## config.mk

```make
export PLATFORM = sky130hd
export DESIGN_NAME = unidade_de_busca
export DESIGN_NICKNAME = d
export VERILOG_FILES = /design/src/rtl/unidade_de_busca.sv
export SDC_FILE = /design/constraint.sdc
export NUM_CORES = 1
export LEC_CHECK = 0
export BUFFER_PORTS_ARGS = -buffer_cell sky130_fd_sc_hd__buf_2
export CORE_MARGIN = 5
export CORE_UTILIZATION = 39
export DETAILED_ROUTE_END_ITERATION = 7
export PLACE_DENSITY = 0.56
export SYNTH_ARGS = -nofsm -noshare
export SYNTH_HDL_FRONTEND = slang
export SYNTH_SLANG_ARGS = --single-unit
```

## constraint.sdc

```tcl
create_clock -name clk -period 4.8 [get_ports clk]
set_input_delay 0.24 -clock clk [delete_from_list [all_inputs] [get_ports clk]]
set_output_delay 0.24 -clock clk [all_outputs]
set_load 0.05 [all_outputs]
```

## src/rtl/unidade_de_busca.sv

```systemverilog
// unidade_de_busca: instruction fetch stage with PC, req/ack memory port and FWFT prefetch FIFO.
// Latency: first mem_req one edge after reset release; with mem_ack=1, data valid one edge after request.
// Backpressure: requests issued only while FIFO has room for the in-flight word; inst_pronta pops head.
// Optional macro BUSCA_ERRO_ALINHAMENTO_EN: misaligned redirect target raises sticky
// erro_alinhamento and halts fetching; undefined, alvo[1:0] is silently zeroed.
module unidade_de_busca #(
  parameter int unsigned PROFUNDIDADE = 4,
  parameter logic [31:0] PC_RESET     = 32'h00000000
) (
  input  logic        clk,
  input  logic        rst_n,
  output logic        mem_req,
  output logic [31:0] mem_end,
  input  logic        mem_ack,
  input  logic [31:0] mem_dado,
  output logic        inst_valida,
  output logic [31:0] instrucao,
  output logic [31:0] pc_inst,
  input  logic        inst_pronta,
  input  logic        redireciona,
  input  logic [31:0] alvo
`ifdef BUSCA_ERRO_ALINHAMENTO_EN
  ,
  output logic        erro_alinhamento
`endif
);

  localparam int AW = (PROFUNDIDADE > 1) ? $clog2(PROFUNDIDADE) : 1;
  localparam logic [AW:0] LP_PROF = (AW+1)'(PROFUNDIDADE);

  typedef enum logic [1:0] {
    ST_BUSCA    = 2'd0,
    ST_DESCARTA = 2'd1,
    ST_ERRO     = 2'd2
  } estado_t;

  estado_t     r_state;
  estado_t     w_state_next;
  logic        r_mem_req;
  logic [31:0] r_mem_end;
  logic [31:0] r_alvo;
  logic [AW:0] r_wr_ptr;
  logic [AW:0] r_rd_ptr;
  logic [31:0] r_fifo_pc   [PROFUNDIDADE];
  logic [31:0] r_fifo_inst [PROFUNDIDADE];

  logic        w_xfer;
  logic        w_pendente_fica;
  logic        w_vazia;
  logic        w_pop;
  logic        w_push;
  logic        w_flush;
  logic        w_desalinhado;
  logic        w_req_next;
  logic [31:0] w_end_next;
  logic [31:0] w_alvo_next;
  logic [31:0] w_alvo_al;
  logic [AW:0] w_cnt;
  logic [AW:0] w_cnt_next;

  assign w_xfer          = r_mem_req & mem_ack;
  assign w_pendente_fica = r_mem_req & ~mem_ack;
  assign w_alvo_al       = alvo & 32'hFFFF_FFFC;
  assign w_vazia         = (r_wr_ptr == r_rd_ptr);
  assign w_cnt           = r_wr_ptr - r_rd_ptr;
  assign w_flush         = redireciona;
  // A pop coinciding with a redirect is meaningless: the FIFO is being cleared anyway.
  assign w_pop           = ~w_vazia & inst_pronta & ~redireciona;

`ifdef BUSCA_ERRO_ALINHAMENTO_EN
  assign w_desalinhado = redireciona & (alvo[1:0] != 2'b00);
`else
  assign w_desalinhado = 1'b0;
`endif

  // Next state, next fetch address, latched target and push decision.
  always_comb begin
    w_state_next = r_state;
    w_end_next   = r_mem_end;
    w_alvo_next  = r_alvo;
    w_push       = 1'b0;
    case (r_state)
      ST_BUSCA: begin
        if (w_desalinhado) begin
          w_state_next = ST_ERRO;
        end else if (redireciona) begin
          // A request that is still waiting must finish at its old address first.
          if (w_pendente_fica) begin
            w_state_next = ST_DESCARTA;
            w_alvo_next  = w_alvo_al;
          end else begin
            w_end_next = w_alvo_al;
          end
        end else if (w_xfer) begin
          w_push     = 1'b1;
          w_end_next = r_mem_end + 32'd4;
        end
      end
      ST_DESCARTA: begin
        if (w_desalinhado) begin
          w_state_next = ST_ERRO;
        end else begin
          if (redireciona) w_alvo_next = w_alvo_al;
          if (w_xfer) begin
            w_state_next = ST_BUSCA;
            w_end_next   = redireciona ? w_alvo_al : r_alvo;
          end
        end
      end
      ST_ERRO: begin
        w_state_next = ST_ERRO;
      end
      default: begin
        w_state_next = ST_BUSCA;
      end
    endcase
  end

  // Occupancy after this edge and the request-issue decision that depends on it.
  always_comb begin
    w_cnt_next = w_flush ? '0
                         : (w_cnt + {{AW{1'b0}}, w_push} - {{AW{1'b0}}, w_pop});
    w_req_next = 1'b0;
    if (w_state_next == ST_ERRO) begin
      w_req_next = w_pendente_fica;
    end else if (w_pendente_fica) begin
      w_req_next = 1'b1;
    end else begin
      w_req_next = (w_cnt_next < LP_PROF);
    end
  end

  // FSM state register.
  always_ff @(posedge clk or negedge rst_n) begin
    if (!rst_n) r_state <= ST_BUSCA;
    else        r_state <= w_state_next;
  end

  // Fetch request, address and pending redirect target.
  always_ff @(posedge clk or negedge rst_n) begin
    if (!rst_n) begin
      r_mem_req <= 1'b0;
      r_mem_end <= PC_RESET;
      r_alvo    <= '0;
    end else begin
      r_mem_req <= w_req_next;
      r_mem_end <= w_end_next;
      r_alvo    <= w_alvo_next;
    end
  end

  // FIFO pointers; a flush empties the FIFO by catching the read pointer up.
  always_ff @(posedge clk or negedge rst_n) begin
    if (!rst_n) begin
      r_wr_ptr <= '0;
      r_rd_ptr <= '0;
    end else if (w_flush) begin
      r_rd_ptr <= r_wr_ptr;
    end else begin
      if (w_push) r_wr_ptr <= r_wr_ptr + 1'b1;
      if (w_pop)  r_rd_ptr <= r_rd_ptr + 1'b1;
    end
  end

  // FIFO storage; contents are only observable through a non-empty head.
  always_ff @(posedge clk) begin
    if (w_push) begin
      r_fifo_pc[r_wr_ptr[AW-1:0]]   <= r_mem_end;
      r_fifo_inst[r_wr_ptr[AW-1:0]] <= mem_dado;
    end
  end

`ifdef BUSCA_ERRO_ALINHAMENTO_EN
  logic r_erro;
  // Sticky alignment error, cleared only by reset.
  always_ff @(posedge clk or negedge rst_n) begin
    if (!rst_n)                        r_erro <= 1'b0;
    else if (w_state_next == ST_ERRO)  r_erro <= 1'b1;
  end
  assign erro_alinhamento = r_erro;
`endif

  assign mem_req     = r_mem_req;
  assign mem_end     = r_mem_end;
  assign inst_valida = ~w_vazia;
  assign instrucao   = w_vazia ? 32'h0 : r_fifo_inst[r_rd_ptr[AW-1:0]];
  assign pc_inst     = w_vazia ? 32'h0 : r_fifo_pc[r_rd_ptr[AW-1:0]];

endmodule

```

==> flow_metrics.env <==
export IMPL_outcome="finished, final reports clean"
export IMPL_endpoint_kind="primary output"
export IMPL_drt_total_wl_um=32200
export IMPL_ctsHtreeMaxLevel=2
export IMPL_synth_edf_count=256
export IMPL_pwr_share_clk=0.217
export IMPL_combPwrFrac=0.432
export IMPL_dp_hpwl_um=18500
export IMPL_setup_viol=0
export IMPL_tightest_slew_ps=1170
export IMPL_rsz0062_at_grt="false"
export IMPL_ys_flop_type="edfxtp_1"
export IMPL_wl_per_cell_um=20.4
export IMPL_drt_iter0_markers=530
export IMPL_cts_reportedPaths_clkPinSlew_ps=60
export IMPL_p_per_area_nw_per_um2=706
export IMPL_synthTopCellsByArea="edfxtp_1, dfrtp_1, mux4_2"
export IMPL_switching_power_mw=5.34
export IMPL_skew_ps=8.27
export IMPL_synth_warnings=0
export IMPL_syn_area_per_cell_um2=16.1
export IMPL_rr_startpoint="r_rd_ptr[0]$_DFFE_PN0P_"
export IMPL_netlist_area_um2=14000
export IMPL_setup_slack_ps=1420
export IMPL_hp_start="mem_ack"
export IMPL_leakage_nw=6.09
export IMPL_grt_pass1_vias=8324
export IMPL_gp_congestion=0.767
export IMPL_hold_viol=0
export IMPL_clockBufferDepth=3
export IMPL_path_class="register to primary output"
export IMPL_p_int_mw=6.69
export IMPL_root_buffer="clkbuf_16"
export IMPL_min_path_type="primary input to register"
export IMPL_final_period_utilization=0.703
export IMPL_async_reset_ff_frac=0.222
export IMPL_start_kind="register"
export IMPL_via_count=8278
export IMPL_slew_headroom=0.220
export IMPL_rows=69
export IMPL_reg2reg_slack_ps=1730
export IMPL_synthCells=871
export IMPL_fmax_mhz=296
export IMPL_cp_max_fo=37
export IMPL_syn_to_final_growth_pct=21.6
export IMPL_fin_setup_tns_ps=0
export IMPL_place_ws_ps=1700
export IMPL_yosys_area_top_type="edfxtp_1"
export IMPL_num_nets_final=1168
export IMPL_portBuffers=164
export IMPL_antenna_left=0
export IMPL_fp_dieH_um=200
export IMPL_swShare=0.444
export IMPL_cp_required_ps=4560
export IMPL_first_pass_iters=4
export IMPL_grt_max_degree=91
export IMPL_grt_usage=0.160
export IMPL_grt_overflow=0
export IMPL_io_pin_count=167
export IMPL_r2r_end="mem_req$_DFF_PN0_"
export IMPL_seq_area_frac_synth=0.679
export IMPL_cts_tree="done"
export IMPL_yosysTopAreaCellShare=0.549
export IMPL_clkSinkCount=329
export IMPL_drc=0
export IMPL_period_needed_ps=3380
export IMPL_syn_nets=948
export IMPL_insertion_delay_ps=510
export IMPL_die_area_um2=39800
export IMPL_maxCapViolations=0
export IMPL_cts_buffers=37
export IMPL_die_w_um=200
export IMPL_vias_per_cell=5.25
export IMPL_drive_above_1_share=0.301
export IMPL_yosys_register_bits=329
export IMPL_cp_arrival_ps=3140
export IMPL_reg2regPathDepth=8
export IMPL_synth_cell_types=59
export IMPL_ir_drop_mv=0.605
export IMPL_antenna_found_initial=2
export IMPL_min_path_cells=3
export IMPL_core_area_um2=35500
export IMPL_drv_slew=0
export IMPL_hold_end="r_state[0]$_DFF_PN0_"
export IMPL_start_util=0.395
export IMPL_grt_pass1_wl_um=49400
export IMPL_nFillCells=3103
export IMPL_p_seq_frac=0.351
==> metal layers <==
| metal | track usage | routed length, µm | up-vias |
|---|---|---|---|
| met2 | 0.251 | 14900 | 211 |
| met5 | 0 | 7 | - |
| li1 | - | - | 3850 |
| met3 | 0.0351 | 1900 | 45 |
| met4 | 0.0377 | 584 | 2 |
| met1 | 0.230 | 14900 | 4170 |
==> per-stage QoR <==
step	hold slack (ps)	std cells	util	power, mW	instance area (µm²)
finish	89.7	1578	0.480	12.0	17000
detailed placement	459	1450	0.431	9.52	15300
global route	98.7	1577	0.480	12.6	17000
global placement	455	1450	0.431	9.47	15300
CTS	62.8	1577	0.480	12.2	17000
floorplan	-55.6	871	-	8.08	14000
==> critical path: stages (launching register included) <==
cell	delay, ps
dfrtp_4	840
buf_4	750
mux4_2	580
nor2b_1	170
buf_2	260
==> registers in the layout, summed over array words and instances (netlist names) <==
signal       count
r_fifo_inst    128
r_fifo_pc      128
mem_end         32
r_alvo          32
r_rd_ptr         3
r_wr_ptr         3
r_state          2
mem_req          1
==> synthesized netlist by cell type, types with 6 or more instances <==
library cell	number
edfxtp_1	256
nor2b_1	80
dfrtp_1	73
mux4_2	64
nand2_1	45
clkbuf_1	39
mux2_2	32
o21ai_0	29
nand4_1	16
nor2_1	15
nand2b_1	14
nor3_1	13
inv_1	11
nor4_1	11
a21oi_1	10
buf_2	10
nand3_1	10
or4_1	10
and2_1	9
mux2i_1	8
o211ai_1	8
a22oi_1	7
a31oi_1	7
buf_1	7
or3_1	7
ha_1	6
xor2_1	6
==> area by class of cell <==
class	count	area (µm²)	area share
Antenna cell	1	2.50	0.000147
Tap cell	461	577	0.0339
Clock buffer	44	962	0.0565
Multi-Input combinational cell	475	4260	0.250
Clock inverter	20	141	0.00830
Sequential cell	329	9520	0.559
Timing Repair Buffer	237	1530	0.0898
Inverter	11	41.3	0.00242
==> placed cells by master (no fill, tap or decap), types with 14 or more instances in the layout <==
cell type	n
edfxtp_1	256
nand2b_1	14
clkbuf_16	37
nand2_1	45
nand4_1	16
mux4_2	64
dlygate4sd3_1	63
o21ai_0	29
nor2_1	15
buf_2	163
nor2b_1	79
dfrtp_1	71
mux2_2	32
==> worst max path at each step <==
stage	start	end	slack (ps)
floorplan	mem_req$_DFF_PN0_	r_fifo_inst[3][0]$_DFFE_PP_	1480
global placement	r_rd_ptr[0]$_DFFE_PN0P_	mem_req$_DFF_PN0_	1790
detailed placement	r_rd_ptr[0]$_DFFE_PN0P_	mem_req$_DFF_PN0_	1700
CTS	r_rd_ptr[0]$_DFFE_PN0P_	pc_inst[31]	1260
global route	r_rd_ptr[0]$_DFFE_PN0P_	instrucao[15]	1170
finish	r_rd_ptr[0]$_DFFE_PN0P_	pc_inst[18]	1420
==> power groups by stage <==
| stage | clock (mW) | combinational, mW | sequential, mW |
|---|---|---|---|
| 2_1_floorplan | 0 | 3.66 | 4.42 |
| 3_3_place_gp | 0 | 5.21 | 4.25 |
| 3_5_place_dp | 0 | 5.23 | 4.29 |
| 4_1_cts | 2.69 | 5.28 | 4.23 |
| 5_1_grt | 2.82 | 5.51 | 4.31 |
| 6_report | 2.62 | 5.20 | 4.22 |
==> cells by family after synthesis <==
group                    share of synthesized area
AO/OA/AOI/OAI                               0.0517
XOR/XNOR                                   0.00625
adder cells (fa/ha/maj)                    0.00822
buffers and inverters                       0.0188
flip-flops                                   0.679
multiplexers                                 0.134
AND/OR/NAND/NOR                              0.101
==> repair_timing <==
| action | in CTS | in global routing |
|---|---|---|
| hold buffers | 63 | 0 |
| endpoints found under the hold margin | 233 | 0 |
| gates resized for setup | 0 | 0 |
| buffers inserted | 0 | 0 |
(Power assumes the default switching activity.)
